$ cat config.mk
export PLATFORM = sky130hd
export DESIGN_NAME = btn_input_frontend
export DESIGN_NICKNAME = d
export VERILOG_FILES = /design/src/rtl/whack_pkg.sv /design/src/rtl/debounce_channel.sv /design/src/rtl/btn_input_frontend.sv
export SDC_FILE = /design/constraint.sdc
export NUM_CORES = 1
export LEC_CHECK = 0
export ABC_AREA = 1
export ABC_CLOCK_PERIOD_IN_PS = 1500
export CAP_MARGIN = 15
export CORE_ASPECT_RATIO = 1.75
export CORE_MARGIN = 10
export CORE_UTILIZATION = 55
export CTS_CLUSTER_SIZE = 30
export DETAILED_ROUTE_END_ITERATION = 7
export GPL_TIMING_DRIVEN = 1
export PLACE_DENSITY = 0.78
export SLEW_MARGIN = 20
export SYNTH_ARGS = -nofsm -noshare
export SYNTH_HDL_FRONTEND = slang
export SYNTH_SLANG_ARGS = --single-unit
export TNS_END_PERCENT = 20
$ cat constraint.sdc
create_clock -name clk -period 1.5 [get_ports clk]
set_input_delay 0.3 -clock clk [delete_from_list [all_inputs] [get_ports clk]]
set_output_delay 0.3 -clock clk [all_outputs]
set_load 0.02 [all_outputs]
$ cat src/rtl/whack_pkg.sv
// whack_pkg: shared types and defaults for the whack-a-mole input front-end
package whack_pkg;

    typedef enum logic [1:0] {
        IDLE    = 2'd0,
        COLLECT = 2'd1,
        HOLD    = 2'd2
    } chord_state_t;

    localparam int NUM_BTN_DEF      = 8;
    localparam int DEBOUNCE_DEF     = 16;
    localparam int CHORD_WINDOW_DEF = 64;

endpackage

$ cat src/rtl/debounce_channel.sv
// debounce_channel: 2-FF synchroniser, stable-count debouncer and edge pulses for one button
module debounce_channel import whack_pkg::*; #(
    parameter int DEBOUNCE_CYCLES = DEBOUNCE_DEF
) (
    input  logic clk,
    input  logic rst_n,
    input  logic ena,
    input  logic raw,
    output logic level,
    output logic press,
    output logic released
);
    localparam int CW = $clog2(DEBOUNCE_CYCLES);
    localparam logic [CW-1:0] CNT_MAX = CW'(DEBOUNCE_CYCLES - 1);

    logic s1, s2, press_q, release_q;
    logic [CW-1:0] cnt;

    // Pulses are held (not cleared) while disabled so an event is not lost across an ena gap
    assign press    = ena & press_q;
    assign released = ena & release_q;

    // Synchronise, count consecutive differing samples, accept level after DEBOUNCE_CYCLES of them
    always_ff @(posedge clk or negedge rst_n) begin
        if (!rst_n) begin
            s1        <= 1'b0;
            s2        <= 1'b0;
            cnt       <= '0;
            level     <= 1'b0;
            press_q   <= 1'b0;
            release_q <= 1'b0;
        end else if (ena) begin
            s1        <= raw;
            s2        <= s1;
            press_q   <= 1'b0;
            release_q <= 1'b0;
            if (s2 == level) begin
                cnt <= '0;
            end else if (cnt != CNT_MAX) begin
                cnt <= cnt + 1'b1;
            end else begin
                cnt       <= '0;
                level     <= s2;
                press_q   <= s2;
                release_q <= ~s2;
            end
        end
    end

endmodule

$ cat src/rtl/btn_input_frontend.sv
// btn_input_frontend: per-button debounce plus chord capture FSM feeding the game logic
module btn_input_frontend import whack_pkg::*; #(
    parameter int NUM_BTN         = NUM_BTN_DEF,
    parameter int DEBOUNCE_CYCLES = DEBOUNCE_DEF,
    parameter int CHORD_WINDOW    = CHORD_WINDOW_DEF
) (
    input  logic               clk,
    input  logic               rst_n,
    input  logic               ena,
    input  logic [NUM_BTN-1:0] btn_raw,
    output logic [NUM_BTN-1:0] btn_level,
    output logic [NUM_BTN-1:0] btn_press,
    output logic [NUM_BTN-1:0] btn_release,
    output logic [NUM_BTN-1:0] chord,
    output logic               chord_valid,
    output logic               busy
);
    localparam int TW = $clog2(CHORD_WINDOW + 1);
    localparam logic [TW-1:0] TIMER_INIT = TW'(CHORD_WINDOW - 1);

    chord_state_t state;
    logic [NUM_BTN-1:0] acc;
    logic [TW-1:0] timer;
    logic valid_q;

    genvar i;
    generate
        for (i = 0; i < NUM_BTN; i++) begin : g_ch
            debounce_channel #(.DEBOUNCE_CYCLES(DEBOUNCE_CYCLES)) u_ch (
                .clk      (clk),
                .rst_n    (rst_n),
                .ena      (ena),
                .raw      (btn_raw[i]),
                .level    (btn_level[i]),
                .press    (btn_press[i]),
                .released (btn_release[i])
            );
        end
    endgenerate

    assign busy        = state != IDLE;
    assign chord_valid = ena & valid_q;

    // Collect presses for CHORD_WINDOW cycles after the first, report, then wait for full release
    always_ff @(posedge clk or negedge rst_n) begin
        if (!rst_n) begin
            state   <= IDLE;
            acc     <= '0;
            timer   <= '0;
            chord   <= '0;
            valid_q <= 1'b0;
        end else if (ena) begin
            valid_q <= 1'b0;
            case (state)
                IDLE: if (|btn_press) begin
                    acc   <= btn_press;
                    timer <= TIMER_INIT;
                    state <= COLLECT;
                end
                COLLECT: begin
                    acc <= acc | btn_press;
                    if (timer != '0) begin
                        timer <= timer - 1'b1;
                    end else begin
                        chord   <= acc | btn_press;
                        valid_q <= 1'b1;
                        state   <= HOLD;
                    end
                end
                HOLD: if (btn_level == '0) state <= IDLE;
                default: state <= IDLE;
            endcase
        end
    end

endmodule

After elaboration in Yosys (flattened, before gate mapping)
Index checks and enable logic that the tools add are counted.
W data, S select, Z words.
- shift operators: 0
- bitwise operators: 43
- reductions and logical operators: 18
- magnitude comparators: 0
- eq/ne operators: 22
- add/subtract/negate cells: 9
- multiplexer cells: 59
- multiply operators: 0
- divide/modulo/power cells: 0
- operators by type and width (kind ; count):
    $mux W4 ; 16
    $mux W1 ; 34
    $add A4 B1 Y4 const B ; 8
    $ne A4 B4 Y1 const B ; 8
    $reduce_and A3 Y1 ; 10
    $not A1 Y1 ; 25
    $and A1 B1 Y1 ; 17
    $pmux W8 S2 ; 1
    $mux W7 ; 2
    $pmux W7 S2 ; 1
    $eq A1 B1 Y1 ; 8
    $logic_not A8 Y1 ; 1
    $mux W8 ; 1
    $ne A2 B2 Y1 const B ; 4
    $or A8 B8 Y8 ; 1
    $reduce_and A4 Y1 ; 2
    $reduce_or A8 Y1 ; 1
    $reduce_bool A7 Y1 ; 1
    $sub A7 B1 Y7 const B ; 1
    $mux W2 ; 3
    $pmux W2 S3 ; 1
    $reduce_bool A2 Y1 ; 2
    $eq A2 B1 Y1 const B ; 1
    $eq A2 B2 Y1 const B ; 1
    $logic_not A2 Y1 ; 1
- bits in registers: 98
- bits in latches: 0
- ROM bits: 0
- memory bits (writable): 0
- bits of input ports: 11
- memories kept: 0

Logic depth before layout (Yosys ltp)
- word-level depth: 4
- depth in mapped cells: 10
- gate-level depth less buffers: 10

Cells and area by module
From an unflattened synthesis, not the netlist that was laid out.
- cell total of the unflattened synthesis: 647
- area total of the unflattened synthesis: 5077.4 um^2
- by module, submodules not included (module ; area an instance (um^2) ; sequential area each (um^2) ; cells each ; times used):
    debounce_channel ; 455.4 ; 225.2 ; 59 ; 8
    btn_input_frontend ; 1433.9 ; 650.6 ; 175 ; 1

Worst setup path before layout
OpenSTA, ideal clock, no wires.
- path kind: reg2reg
- from: register timer[0]
- to: register chord[2]
- path slack: 102 ps
- library setup time: 83 ps
- data arrival time: 1316 ps
- buffers on the path: 1
- clock period less this slack: 1398 ps
- cell stages (with the launch flop): 10
- cell sequence: dfrtp_1 inv_1 ha_1 inv_1 nor2_1 nand3_2 nor3_4 buf_6 o21ai_0 o21ai_0
- longest elaborated chain between the ends: 3
- RTL lines (what ; line ; source):
    start: declaration ; btn_input_frontend.sv:23 ; logic [TW-1:0] timer;
    start signal: assignment ; btn_input_frontend.sv:63 ; timer <= timer - 1'b1;
    $reduce_bool A7 Y1 ; btn_input_frontend.sv:62 ; if (timer != '0) begin
    $not A1 Y1 (no line) ; n/a ;
    $reduce_and A3 Y1 (no line) ; n/a ;
    end signal: assignment ; btn_input_frontend.sv:65 ; chord <= acc | btn_press;
    end: declaration ; btn_input_frontend.sv:14 ; output logic [NUM_BTN-1:0] chord,
No other way between the ends.
A chain may end at the register's enable or synchronous reset.

Final worst setup path
- from: register timer[0]
- to: register chord[3]
Same word-level chain as after synthesis.

==> results.toml <==
[status]
status = "finished clean"

[route]
vias_per_cell = 5.17
initialDrtViolationCount = 235
drt_drc_violations_left = 0
vias = 3899
drt.antenna.violating_nets = 0
routed_wl_um = 10500
wl_per_cell_um = 14.0
drtPass1Iterations = 4

[synthesis]
synth_edf_count = 0
synthesis.nets = 602
async_reset_ff_frac = 1.00
synth_fa_ha_area_frac = 0.0260
synth_compound_area_frac = 0.0910
synth_top_family_by_area = "simple AND/OR/NAND/NOR gates"
ys_seq_elements = 98
syn_area_mm2 = 0.00481
synthMuxAreaShare = 0
seq_area_frac_synth = 0.510
ys.flop_type = "dfrtp_1"
yosysWarnings = 0
synthSimpleGateAreaFrac = 0.240
netlist_instances = 581
synth_xor_area_frac = 0.0291
synthDistinctLibCells = 31
syn_avg_cell_area_um2 = 8.28

[pwr]
ir_drop_mv = 0.813
p_leak_nw = 3.22
p_per_area_mw_per_mm2 = 1340

[global_routing]
grt_pass1_wl_um = 18000
first_global_vias = 4093
grt_overflow = 0
grt_start_max_net_pins = 45
grt_use_total = 0.169
antenna_found_initial = 0

[timing]
rsz0062_at_grt = "true"
tns_ns = 0
slew_viol_final = 0
max_slew_margin = 0.773
min_period_ns = 1.47
hold_viol = 0
skew_ns = 0.00895
fin_ws_ns = 0.0305
fin_hold_ws_ns = 0.374
setup_violations = 0
post-route-period-util = 0.980
fmax_mhz = 680
worst_slew_pin_slew_ns = 0.337

[finish]
drive_above_1_share = 0.122
antenna_cells = 0
mostFrequentLayoutCells = "nand2_1 (207), dfrtp_1 (98), inv_1 (60), o21ai_0 (44), nor2_1 (30)"
fin_cells = 754
fillers = 688
fin_nets = 653
area_growth_pct = 19.3
final_common_cell = "nand2_1"

[worst_setup_path]
startpoint = "timer[0]"
cpMostUsedCell = "o21ai_0"
worst_setup_path_end_kind = "flip-flop"
cpMaxStageDelayCell = "dfrtp_1"
slowest_delay_ns = 0.40
critPathMaxFanout = 16
cp_num_cells = 9
required_ns = 1.77
r2r-start = "timer[0]"
crit_chain = "inv_2, ha_4, inv_1, nor2_2, nand3_2, nor3_4, buf_12, o21ai_0, o21ai_0"
cpLargestDelayFamily = "flip-flops"
cp.arrival_ns = 1.74
critical_path_class = "flip-flop to flip-flop"
start_kind = "flip-flop"
ff2ff_path_depth = 9
critPathBufInv = 3

[clocking]
clkTransAtPathRegs_ns = 0.07
root_buffer = "clkbuf_16"
insertion_delay_ns = 0.35
clock_path_buffers = 2
cts_tree = "built"
cts.sinks = 98
cts_made_buffers = 9
h-tree-depth = 3

[die]
dieHeight_um = 144
initial_core_util = 0.558
die_w_um = 90.7
pin_count = 45
die-area_mm2 = 0.0130
core_area_mm2 = 0.00861
row_count = 45

[placed_design]
portBuffers = 44
globalplace.congestion = 0.864
dp_slack_ns = -0.132
place_hpwl_um = 7810
place_inst = 736

[worst_hold_path]
hp-class = "input pin to flip-flop"
hold_depth = 3
hold_path_startpoint = "ena"

[flow_run]
maxCapViolCount = 0
-- final timing paths --
check | endpoint | slack [ns]
worst max-delay path | chord[3] | 0.03
worst min-delay path | g_ch[7].u_ch.cnt[2] | 0.37
worst max register to register | chord[3] | 0.03
worst min register to register | acc[6] | 0.47
max in group asynchronous | g_ch[4].u_ch.cnt[1] | 0.60
min in group asynchronous | timer[3] | 0.38
-- synthesized netlist by cell type, types with 3 or more instances --
cell	number	area share
nand2_1	207	0.16
dfrtp_1	98	0.51
inv_1	62	0.048
o21ai_0	48	0.050
nor2_1	33	0.026
buf_4	24	0.037
nand3_1	21	0.022
a21oi_1	11	0.011
buf_2	10	0.010
ha_1	10	0.026
xor2_1	10	0.018
a22o_1	8	0.015
o22ai_1	6	0.0078
xnor2_1	6	0.011
nand2_4	4	0.0094
nor2_4	3	0.0070
-- worst register-to-register path: cells and delay by family, from the launching register on --
kind / cells / cell delay, ns
flip-flops: 1 / 0.40
buffers and inverters: 3 / 0.28
AND/OR/NAND/NOR: 3 / 0.40
AO/OA/AOI/OAI: 2 / 0.18
adder cells (fa/ha/maj): 1 / 0.14
-- where the power goes --
part	switching [mW]	total [mW]	internal, mW
Combinational	1.21	1.99	0.781
Clock	0.985	2.45	1.46
Sequential	0.282	3.27	2.99
-- layer usage --
metal / routed length, um / GRT usage
met1: 3920 / 0.163
met2: 5800 / 0.318
met3: 537 / 0.0501
met4: 273 / 0.0833
met5: 0 / 0
-- flip-flops by register name, summed over array words and instances, names as in the netlist --
name	flops
valid_q	1
g_ch.u_ch.level	8
state	2
g_ch.u_ch.s1	8
acc	8
chord	8
g_ch.u_ch.press_q	8
g_ch.u_ch.s2	8
g_ch.u_ch.release_q	8
timer	7
g_ch.u_ch.cnt	32
-- layout make-up --
cell class	instances	area, um2	area share
clock buffers	11	233	0.0406
clock inverters	5	78.8	0.0137
inverters	65	246	0.0430
multi-input cells	381	1880	0.328
flip-flops and latches	98	2450	0.427
well taps	117	146	0.0255
repair buffers	77	702	0.122
-- cells by family (layout without fill, tap and decap cells) --
family,after synthesis,count (layout)
AO/OA/AOI/OAI,78,78
XOR/XNOR,16,16
adder cells (fa/ha/maj),10,10
buffers and inverters,102,158
flip-flops,98,98
AND/OR/NAND/NOR,277,277
-- stage by stage --
| step | util | cell area [um2] | total power [mW] |
|---|---|---|---|
| 2_1_floorplan | - | 4810 | 4.51 |
| 3_3_place_gp | 0.632 | 5440 | 5.22 |
| 3_5_place_dp | 0.632 | 5440 | 5.32 |
| 4_1_cts | 0.667 | 5750 | 7.73 |
| 5_1_grt | 0.666 | 5740 | 8.18 |
| 6_report | 0.666 | 5740 | 7.71 |
-- timing repair --
action / 4_1_cts / 5_1_grt
buffers inserted: 0 / 1
hold endpoints to repair: 17 / 0
pin swaps: 0 / 2
hold buffers: 1 / 0
gates resized for setup: 48 / 21
setup endpoints to repair: 47 / 26
gates cloned: 0 / 0
No activity file was read; power rests on OpenSTA's default activity.
==> RTL change (same settings) <==
`NUM_BTN_DEF`: 8 -> 4.
--- a/src/rtl/whack_pkg.sv
+++ b/src/rtl/whack_pkg.sv
@@ -8,5 +8,5 @@
     } chord_state_t;
 
-    localparam int NUM_BTN_DEF      = 8;
+    localparam int NUM_BTN_DEF      = 4;
     localparam int DEBOUNCE_DEF     = 16;
     localparam int CHORD_WINDOW_DEF = 64;
Ports: changed (5 resized); port bits go from 45 to 25. The function was not compared with the original's and may differ.
==> RTL change against the original RTL <==
  * Total power fell by 38%
  * Final area fell by 43%
  * Critical path depth fell by 4
  * Wire length fell by 46%
  * Area after synthesis fell by 42%
  * Sequential cell count fell by 44
  * Setup slack improved by 0.048 ns
  * Cell count fell by 44%
  * Via count fell by 43%
  * Critical path type is now primary input to output pin
  * Largest power group unchanged
  * Highest routed layer unchanged
==> RTL change: results (changes against the original RTL) <==
| Metric | Value |
|---|---|
| Post-Synth XOR/XNOR Area | 1.26% (-1.6 points) |
| Crit path to | btn_press[2] |
| Sw Ratio | 39.1% (+6.9 points) |
| Fill count | 410 (-40%) |
| Post-Synth Adder-Cell Area | 2.71% (+0.11 points) |
| CTS root buf | clkbuf_8 |
| Routed len/inst | 13.6 um (-2.4%) |
| Post-route insts no fill | 421 (-44%) |
| Peak supply drop | 1.05 mV (+29%) |
| Power Clock | 814 uW (-67%) |
| Top Family by Delay on Critical Path | buffers and inverters |
| Placed instance area | 0.00312 mm^2 (-43%) |
| CP Max Fanout | 10 (-6) |
| Initial DRC Count | 127 (-46%) |
| Outcome | completed |
| Vias in the first global route | 2224 (-46%) |
| Worst slew pin tran | 0.405 ns (+0.0682 ns) |
| Ranking of synthesized cells by area | dfrtp_1 (49%), nand2_1 (13%), inv_1 (5.7%) |
| Total instance count after detailed placement | 411 (-44%) |
| CTS Buf Count | 5 (-4) |
| Worst r2r dst | chord[0] |
| CTS resizes | 40 (-17%) |
| Buffers on Ports | 24 (-45%) |
| H-tree depth | 2 (-1) |
| Syn Area/Cell | 8.32 um^2 (+0.46%) |
-- RTL change: layout make-up --
cell class                      count  area, um^2  area share [%]
Sequential cell                    54        1350            41.4
Multi-Input combinational cell    216        1150            35.2
Timing Repair Buffer               44         439            13.4
Inverter                           45         169            5.17
Clock buffer                        5        68.8            2.11
Tap cell                           54        67.6            2.07
Clock inverter                      3        21.3           0.651
-- RTL change: routing by layer --
layer  track usage (%)  routed length (um)
met1              15.4                2210
met2              25.9                3160
met3              3.74                 255
met4              6.62                 116
met5                 0                   0
-- RTL change: how the worst min path moves through the flow --
| stage | cells after the start | slack (ns) | from | to |
|---|---|---|---|---|
| floorplan | 0 | 0.004 | rst_n | acc[0] |
| global placement | 1 | 0.24 | rst_n | chord[0] |
| detailed placement | 1 | 0.25 | rst_n | acc[1] |
| CTS | 2 | 0.45 | rst_n | acc[1] |
| global route | 2 | 0.48 | rst_n | acc[1] |
| finish | 2 | 0.44 | rst_n | acc[1] |
